$ cat src/rtl/bht_maint_scheduler_if.sv
// BHT maintenance bus: EX update and flush request inputs, plus the BHT read/write port.
// The master side is the pipeline/BHT environment. The slave side is the scheduler.
interface bht_maint_scheduler_if #(
    parameter int IDX_W = 6
);
    logic             upd_valid;
    logic [IDX_W-1:0] upd_index;
    logic             upd_taken;
    logic             upd_predicted;
    logic             flush_req;
    logic [IDX_W-1:0] bht_rd_index;
    logic [1:0]       bht_rd_data;
    logic             bht_we;
    logic [IDX_W-1:0] bht_wr_index;
    logic [1:0]       bht_wr_data;

    modport master (
        output upd_valid, upd_index, upd_taken, upd_predicted, flush_req, bht_rd_data,
        input  bht_rd_index, bht_we, bht_wr_index, bht_wr_data
    );

    modport slave (
        input  upd_valid, upd_index, upd_taken, upd_predicted, flush_req, bht_rd_data,
        output bht_rd_index, bht_we, bht_wr_index, bht_wr_data
    );
endinterface

$ cat src/rtl/bht_maint_scheduler.sv
// Arbitrates the single BHT write port between three sources:
//   - the flush sweep,
//   - EX resolution updates (saturating 2-bit step),
//   - the periodic ageing sweep.
// It also keeps saturating update statistics.
module bht_maint_scheduler #(
    parameter int         ENTRIES    = 64,
    parameter int         IDX_W      = 6,
    parameter logic [1:0] INIT_STATE = 2'b10,
    parameter int         AGE_PERIOD = 256,
    parameter int         CNT_W      = 32
) (
    input  logic                  clk,
    input  logic                  reset,
    bht_maint_scheduler_if.slave  bus,
    output logic                  busy,
    output logic [CNT_W-1:0]      total_updates,
    output logic [CNT_W-1:0]      mispredicts,
    output logic [CNT_W-1:0]      dropped_updates
);
    localparam int               AGE_W    = (AGE_PERIOD > 1) ? $clog2(AGE_PERIOD) : 1;
    localparam logic [IDX_W-1:0] LAST_IDX = IDX_W'(ENTRIES - 1);
    localparam logic [AGE_W-1:0] AGE_LAST = AGE_W'((AGE_PERIOD > 0) ? AGE_PERIOD - 1 : 0);

    typedef enum logic [1:0] {IDLE, FLUSH, AGE} state_t;

    state_t           state, state_nx;
    logic [IDX_W-1:0] sweep_ptr, ptr_nx;
    logic [AGE_W-1:0] age_cnt, age_nx;
    logic [CNT_W-1:0] tot_nx, mis_nx, drop_nx;
    logic             applied;
    logic             age_trig;
    logic             sweep_end;

    function automatic logic [1:0] sat_step(input logic [1:0] s, input logic taken);
        if (taken) return (s == 2'b11) ? s : s + 2'b01;
        else       return (s == 2'b00) ? s : s - 2'b01;
    endfunction

    function automatic logic [1:0] age_map(input logic [1:0] s);
        case (s)
            2'b11:   return 2'b10;
            2'b00:   return 2'b01;
            default: return s;
        endcase
    endfunction

    function automatic logic [CNT_W-1:0] bump(input logic [CNT_W-1:0] c);
        return (c == '1) ? c : c + CNT_W'(1);
    endfunction

    // State, sweep pointer, ageing counter and statistics registers
    always_ff @(posedge clk or posedge reset) begin
        if (reset) begin
            state           <= IDLE;
            sweep_ptr       <= '0;
            age_cnt         <= '0;
            total_updates   <= '0;
            mispredicts     <= '0;
            dropped_updates <= '0;
        end else begin
            state           <= state_nx;
            sweep_ptr       <= ptr_nx;
            age_cnt         <= age_nx;
            total_updates   <= tot_nx;
            mispredicts     <= mis_nx;
            dropped_updates <= drop_nx;
        end
    end

    // Write-port arbitration and next-state logic
    always_comb begin
        state_nx         = state;
        ptr_nx           = sweep_ptr;
        age_nx           = age_cnt;
        tot_nx           = total_updates;
        mis_nx           = mispredicts;
        drop_nx          = dropped_updates;
        applied          = 1'b0;
        age_trig         = 1'b0;
        bus.bht_we       = 1'b0;
        bus.bht_wr_index = '0;
        bus.bht_wr_data  = '0;
        bus.bht_rd_index = bus.upd_valid ? bus.upd_index : sweep_ptr;
        sweep_end        = (sweep_ptr == LAST_IDX);

        case (state)
            FLUSH: begin
                bus.bht_we       = 1'b1;
                bus.bht_wr_index = sweep_ptr;
                bus.bht_wr_data  = INIT_STATE;
                ptr_nx           = sweep_end ? '0 : sweep_ptr + IDX_W'(1);
                if (sweep_end) state_nx = IDLE;
                if (bus.upd_valid) drop_nx = bump(dropped_updates);
            end
            AGE: begin
                // An update steals the port, so the sweep pointer holds and no entry is skipped
                if (bus.upd_valid) begin
                    applied = 1'b1;
                end else begin
                    bus.bht_we       = 1'b1;
                    bus.bht_wr_index = sweep_ptr;
                    bus.bht_wr_data  = age_map(bus.bht_rd_data);
                    ptr_nx           = sweep_end ? '0 : sweep_ptr + IDX_W'(1);
                    if (sweep_end) state_nx = IDLE;
                end
            end
            default: begin
                if (bus.upd_valid) applied = 1'b1;
            end
        endcase

        if (applied) begin
            bus.bht_we       = 1'b1;
            bus.bht_wr_index = bus.upd_index;
            bus.bht_wr_data  = sat_step(bus.bht_rd_data, bus.upd_taken);
            tot_nx           = bump(total_updates);
            if (bus.upd_predicted != bus.upd_taken) mis_nx = bump(mispredicts);
            if (AGE_PERIOD != 0) begin
                if (age_cnt == AGE_LAST) begin
                    age_nx   = '0;
                    age_trig = 1'b1;
                end else begin
                    age_nx = age_cnt + AGE_W'(1);
                end
            end
        end

        if (age_trig && state == IDLE) state_nx = AGE;

        if (bus.flush_req) begin
            state_nx = FLUSH;
            ptr_nx   = '0;
            age_nx   = '0;
        end

        if (reset) begin
            bus.bht_we       = 1'b0;
            bus.bht_wr_index = '0;
            bus.bht_wr_data  = '0;
        end

        busy = (state != IDLE);
    end
endmodule

$ cat src/flat_wrapper.sv
// flat-port wrapper written by rule: the top's interface ports become plain ports
module bht_maint_scheduler_flat 
#(
    parameter int         ENTRIES    = 64,
    parameter int         IDX_W      = 6,
    parameter logic [1:0] INIT_STATE = 2'b10,
    parameter int         AGE_PERIOD = 256,
    parameter int         CNT_W      = 32
)
  (clk, reset, busy, total_updates, mispredicts, dropped_updates, bus_upd_valid, bus_upd_index, bus_upd_taken, bus_upd_predicted, bus_flush_req, bus_bht_rd_data, bus_bht_rd_index, bus_bht_we, bus_bht_wr_index, bus_bht_wr_data);
  bht_maint_scheduler_if #(.IDX_W(IDX_W)) bus_i ();
  input  logic clk;
  input  logic reset;
  output logic busy;
  output logic [CNT_W-1:0] total_updates;
  output logic [CNT_W-1:0] mispredicts;
  output logic [CNT_W-1:0] dropped_updates;
  input wire logic [$bits(bus_i.upd_valid)-1:0] bus_upd_valid;
  input wire logic [$bits(bus_i.upd_index)-1:0] bus_upd_index;
  input wire logic [$bits(bus_i.upd_taken)-1:0] bus_upd_taken;
  input wire logic [$bits(bus_i.upd_predicted)-1:0] bus_upd_predicted;
  input wire logic [$bits(bus_i.flush_req)-1:0] bus_flush_req;
  input wire logic [$bits(bus_i.bht_rd_data)-1:0] bus_bht_rd_data;
  output wire logic [$bits(bus_i.bht_rd_index)-1:0] bus_bht_rd_index;
  output wire logic [$bits(bus_i.bht_we)-1:0] bus_bht_we;
  output wire logic [$bits(bus_i.bht_wr_index)-1:0] bus_bht_wr_index;
  output wire logic [$bits(bus_i.bht_wr_data)-1:0] bus_bht_wr_data;
  assign bus_i.upd_valid = bus_upd_valid;
  assign bus_i.upd_index = bus_upd_index;
  assign bus_i.upd_taken = bus_upd_taken;
  assign bus_i.upd_predicted = bus_upd_predicted;
  assign bus_i.flush_req = bus_flush_req;
  assign bus_i.bht_rd_data = bus_bht_rd_data;
  assign bus_bht_rd_index = bus_i.bht_rd_index;
  assign bus_bht_we = bus_i.bht_we;
  assign bus_bht_wr_index = bus_i.bht_wr_index;
  assign bus_bht_wr_data = bus_i.bht_wr_data;
  bht_maint_scheduler #(.ENTRIES(ENTRIES), .IDX_W(IDX_W), .INIT_STATE(INIT_STATE), .AGE_PERIOD(AGE_PERIOD), .CNT_W(CNT_W)) u_core (.clk(clk), .reset(reset), .bus(bus_i), .busy(busy), .total_updates(total_updates), .mispredicts(mispredicts), .dropped_updates(dropped_updates));
endmodule
$ cat config.mk
export PLATFORM = sky130hd
export DESIGN_NAME = bht_maint_scheduler_flat
export DESIGN_NICKNAME = d
export VERILOG_FILES = /design/src/rtl/bht_maint_scheduler_if.sv /design/src/rtl/bht_maint_scheduler.sv /design/src/flat_wrapper.sv
export SDC_FILE = /design/constraint.sdc
export NUM_CORES = 1
export LEC_CHECK = 0
export CORE_ASPECT_RATIO = 0.75
export CORE_MARGIN = 1.5
export CORE_UTILIZATION = 51
export DETAILED_ROUTE_END_ITERATION = 10
export GPL_ROUTABILITY_DRIVEN = 0
export PLACE_DENSITY_LB_ADDON = 0.25
export SLEW_MARGIN = 25
export SYNTH_ARGS = -nofsm -noshare
export SYNTH_HDL_FRONTEND = slang
export SYNTH_SLANG_ARGS = --single-unit
$ cat constraint.sdc
create_clock -name clk -period 4.1 [get_ports clk]
set_clock_uncertainty 0.1 [all_clocks]
set_input_delay 0.41 -clock clk [delete_from_list [all_inputs] [get_ports clk]]
set_output_delay 0.41 -clock clk [all_outputs]
set_load 0.01 [all_outputs]
# Word level (Yosys, flattened, before mapping)
# Index checks and enable logic that the tools add are counted.
# totals
ff_bits	112
elab_cells	72
# op_classes
addsub	7
eq_ne	11
mux	33
bitwise	3
n_reduce_logical	12
# ops
operator	count
adder 32 x 1 -> 32 bit, second input constant	3
== test 32 bit, second input constant	3
2-to-1 mux 6 bit	7
2-to-1 mux 8 bit	3
case mux 6 bit (2 select lines)	2
2-to-1 mux 2 bit	10
case mux 2 bit (2 select lines)	3
adder 8 x 1 -> 8 bit, second input constant	1
== test 8 bit, second input constant	1
2-to-1 mux 1 bit	7
adder 6 x 1 -> 6 bit, second input constant	1
== test 6 bit, second input constant	1
AND reduction 2 bit	3
AND reduction 3 bit	2
== test 2 bit, second input constant	2
zero test 2 bit	2
inequality test 4 x 3 -> 1 bit, second input constant	1
nonzero test 2 bit	2
nonzero test 4 bit	1
inequality test 3 bit, second input constant	1
inverter 1 bit	3
nonzero test 3 bit	1
adder 2 x 1 -> 2 bit, second input constant	1
== test 2 x 1 -> 1 bit, second input constant	1
4 further kinds	4

# Depth between registers and ports, before layout
# logic_depth
word_depth	6
depth_mapped	9
ltp_nobuf	7

# Least setup slack after synthesis
# No wires, ideal clock.
# synth_path
kind	register to register
start	register u_core.state[1]
end	register u_core.mispredicts[25]
setup_time_ns	0.125
arrival_time_ns	2.125
required_ns	3.875
path_slack_ns	1.750
path_stages_with_launch	9
period_less_slack_ns	2.350
cell_sequence	dfrtp_1 -> inv_1 -> ha_1 -> nand2b_4 -> buf_6 -> or4b_4 -> a2111oi_4 -> nand4_1 -> xnor2_1
# synth_between
elab_chain_cells	3
# synth_lines
item	line	source
start, declared	bht_maint_scheduler.sv:27	state_t state, state_nx;
start signal, assigned	bht_maint_scheduler.sv:62	state <= state_nx;
== test 2 x 1 -> 1 bit	bht_maint_scheduler.sv:87	case (state)
2-to-1 mux 1 bit	n/a	
AND reduction 3 bit (no source line)	n/a	
end signal, assigned	bht_maint_scheduler.sv:66	mispredicts <= mis_nx;
end, declared	bht_maint_scheduler.sv:18	output logic [CNT_W-1:0] mispredicts,
# Every way passes these cells.
# A chain may end at the register's enable or synchronous reset.

# Worst setup path in the final report
# layout_path
start	input bus_upd_valid
end	output bus_bht_wr_index[1]
# layout_between
elab_chain_cells	4
elab_cells_between_ends	6
cone_classes	mux: 6
# layout_lines
item	line	source
start, declared	flat_wrapper.sv:18	input wire logic [$bits(bus_i.upd_valid)-1:0] bus_upd_valid;
2-to-1 mux 6 bit / 2-to-1 mux 1 bit (equally long branches)	bht_maint_scheduler.sv:98, bht_maint_scheduler.sv:109	
case mux 6 bit (2 select lines) / 2-to-1 mux 1 bit (equally long branches)	n/a	
2-to-1 mux 6 bit (*)	bht_maint_scheduler.sv:113	if (applied) begin
2-to-1 mux 6 bit (*)	bht_maint_scheduler.sv:137	if (reset) begin
end, declared	flat_wrapper.sv:26	output wire logic [$bits(bus_i.bht_wr_index)-1:0] bus_bht_wr_index;
# Mark *: on every way between the ends. The rest lies on a longest branch, timed or not.

==> results.json <==
{
  "ys_ff_latch": 112,
  "cts_tree": "built",
  "fin_total_pwr_mw": 2.30,
  "synth_fp_nets": 601,
  "die_w_um": 127,
  "period_share_pct": 79.6,
  "vias_per_cell": 5.77,
  "start_kind": "primary input",
  "ios": 126,
  "max_clock_freq_ghz": 0.306,
  "drt-total-wl_mm": 13.8,
  "hold_viol": 0,
  "cp_data_required_time_ps": 3590,
  "cts_root_buffer": "clkbuf_16",
  "hold_class": "flip-flop to flip-flop",
  "synth_cells": 574,
  "rsz0062_at_grt": "false",
  "initial_core_util_pct": 52.9,
  "synth_edf_count": 0,
  "grt_first_pass_wirelength_mm": 23.1,
  "route.vias.total": 4884,
  "cts.clk_slew.worst_paths_ps": 70,
  "endpoint_kind": "output pin",
  "final_common_cell": "clkdlybuf4s50_1",
  "die-area_sq_um": 12100,
  "dp_hpwl_mm": 9.85,
  "synth_flop_cell": "dfrtp_1",
  "crit_start": "bus_upd_valid",
  "h-tree-depth": 3,
  "drc_errors": 0,
  "drtPass1Iterations": 5,
  "layout_common_cells": "clkdlybuf4s50_1 (125), dfrtp_1 (112), xnor2_1 (65)",
  "ctsResizeCount": 0,
  "drive_gt1_share_pct": 5.38,
  "core_sq_um": 11000,
  "seq_area_frac_synth_pct": 48.0,
  "reg2reg_setup_slack_ps": 1470,
  "grt_max_degree": 88,
  "outcome": "completed",
  "yosys.cell_types.count": 49,
  "synth_warnings": 0,
  "rows": 33,
  "clk_latency_ps": 350,
  "max_cap_viol_count": 0,
  "setup_viol": 0,
  "worstReg2RegStart": "u_core.state[1]",
  "postSynthAreaPerCell_sq_um": 10.2,
  "cts_num_sinks": 112,
  "antenna_cells": 0,
  "postRouteAntennaNets": 0,
  "die_h_um": 95.6,
  "tns_ps": 0,
  "clockBufferDepth": 2,
  "cts_buffers": 9,
  "grt_pass1_vias": 4678,
  "nNetsFinal": 728,
  "post_cts_buffers": 0,
  "cts_hold_buf": 0,
  "power-per-cell-area_nw_per_um2": 306,
  "portBuffers": 125,
  "worst_pin_slew_ps": 866,
  "ir_worst_vdd_v": 0.000198,
  "period_needed_ps": 3260,
  "async_flop_share_pct": 100,
  "post-route-util_pct": 68.1,
  "drtIter0Drc": 363,
  "relSlewSlack_pct": 42.2,
  "power_leakage_nw": 3.20,
  "drv_slew": 0,
  "cp.arrival_ps": 2750,
  "syn_area_sq_um": 5840,
  "grt_usage_pct": 23.8,
  "antenna_found_initial": 0,
  "crit_type": "primary input to output pin",
  "avgRoutedWirePerCell_um": 16.3,
  "worstPathMaxFanout": 12,
  "area_growth_pct": 28.7,
  "grt_overflow": 0,
  "hold_path.startpoint": "u_core.total_updates[8]"
}
layout make-up:
cell class,instances,area (sq um)
clock buffers,12,246
multi-input cells,433,2910
repair buffers,129,1280
clock inverters,4,27.5
fillers,830,3510
well taps,140,175
flip-flops and latches,112,2800
inverters,16,65.1
cell usage after synthesis, drive strengths merged, types with 2 or more instances:
master	number	area, sq um
dfrtp	112	2800
xnor2	65	569
nand2	54	203
nand4	50	313
nor2	44	165
nand3	35	175
xor2	32	280
and3	18	113
inv	16	60.1
nor3	16	80.1
a21oi	14	73.8
and4	14	123
ha	13	163
mux2	10	113
clkbuf	9	33.8
nor4	8	71.3
o21ai	8	40.0
and2	7	43.8
a22oi	5	37.5
a31oi	4	31.3
buf	4	26.3
or4	4	30.0
a21boi	3	22.5
mux2i	3	30.0
o31ai	3	22.5
or3	3	18.8
a2111oi	2	42.5
nand2b	2	20.0
nor2b	2	12.5
nor4b	2	17.5
o22ai	2	12.5
routing by layer:
| layer | wire length (um) | vias up | global-route usage (%) |
|---|---|---|---|
| li1 | - | 2313 | - |
| met1 | 6510 | 2408 | 33.7 |
| met2 | 6370 | 148 | 37.2 |
| met3 | 738 | 15 | 5.11 |
| met4 | 168 | 0 | 6.51 |
| met5 | 0 | - | 0 |
final timing paths:
kind | to | cells after the start
max in group asynchronous | u_core.dropped_updates[17] | 3
worst max-delay path | bus_bht_wr_index[1] | 6
worst min-delay path | u_core.total_updates[8] | 1
min in group asynchronous | u_core.mispredicts[0] | 2
worst max register to register | u_core.mispredicts[25] | 7
worst min register to register | u_core.total_updates[8] | 1
critical path: stages:
cell and delay [ps]:
clkdlybuf4s50_1 690, nand2b_1 340, a21boi_0 490, a22oi_1 140, nor2_1 140, clkdlybuf4s50_1 550
kinds of logic after synthesis:
group	Yosys count	synth area share (%)
simple gates	263	24.4
flops	112	48.0
xor+xnor	97	14.6
compound gates	47	5.77
buf+inv	29	2.06
mux	13	2.44
fa+ha+maj	13	2.79
metrics by stage:
| stage | instance area, sq um | setup slack (ps) | hold slack (ps) | instances |
|---|---|---|---|---|
| after floorplan | 5840 | 442 | 377 | 574 |
| after global placement | 7230 | 906 | 382 | 830 |
| after detailed placement | 7240 | 848 | 392 | 830 |
| after global routing | 7510 | 575 | 427 | 846 |
| final | 7510 | 837 | 402 | 846 |
| after CTS | 7510 | 835 | 404 | 846 |
sequential cells by signal, indices dropped and copies added, names as in the netlist:
| register | cells |
|---|---|
| u_core.age_cnt | 8 |
| u_core.dropped_updates | 32 |
| u_core.mispredicts | 32 |
| u_core.state | 2 |
| u_core.sweep_ptr | 6 |
| u_core.total_updates | 32 |
power breakdown:
group	total [mW]	internal [mW]	switching, mW
Clock	0.830	0.431	0.398
Sequential	1.20	1.15	0.0587
Combinational	0.263	0.139	0.124
Total	2.30	1.72	0.581
Note: power is estimated with default switching activity, not from simulation.
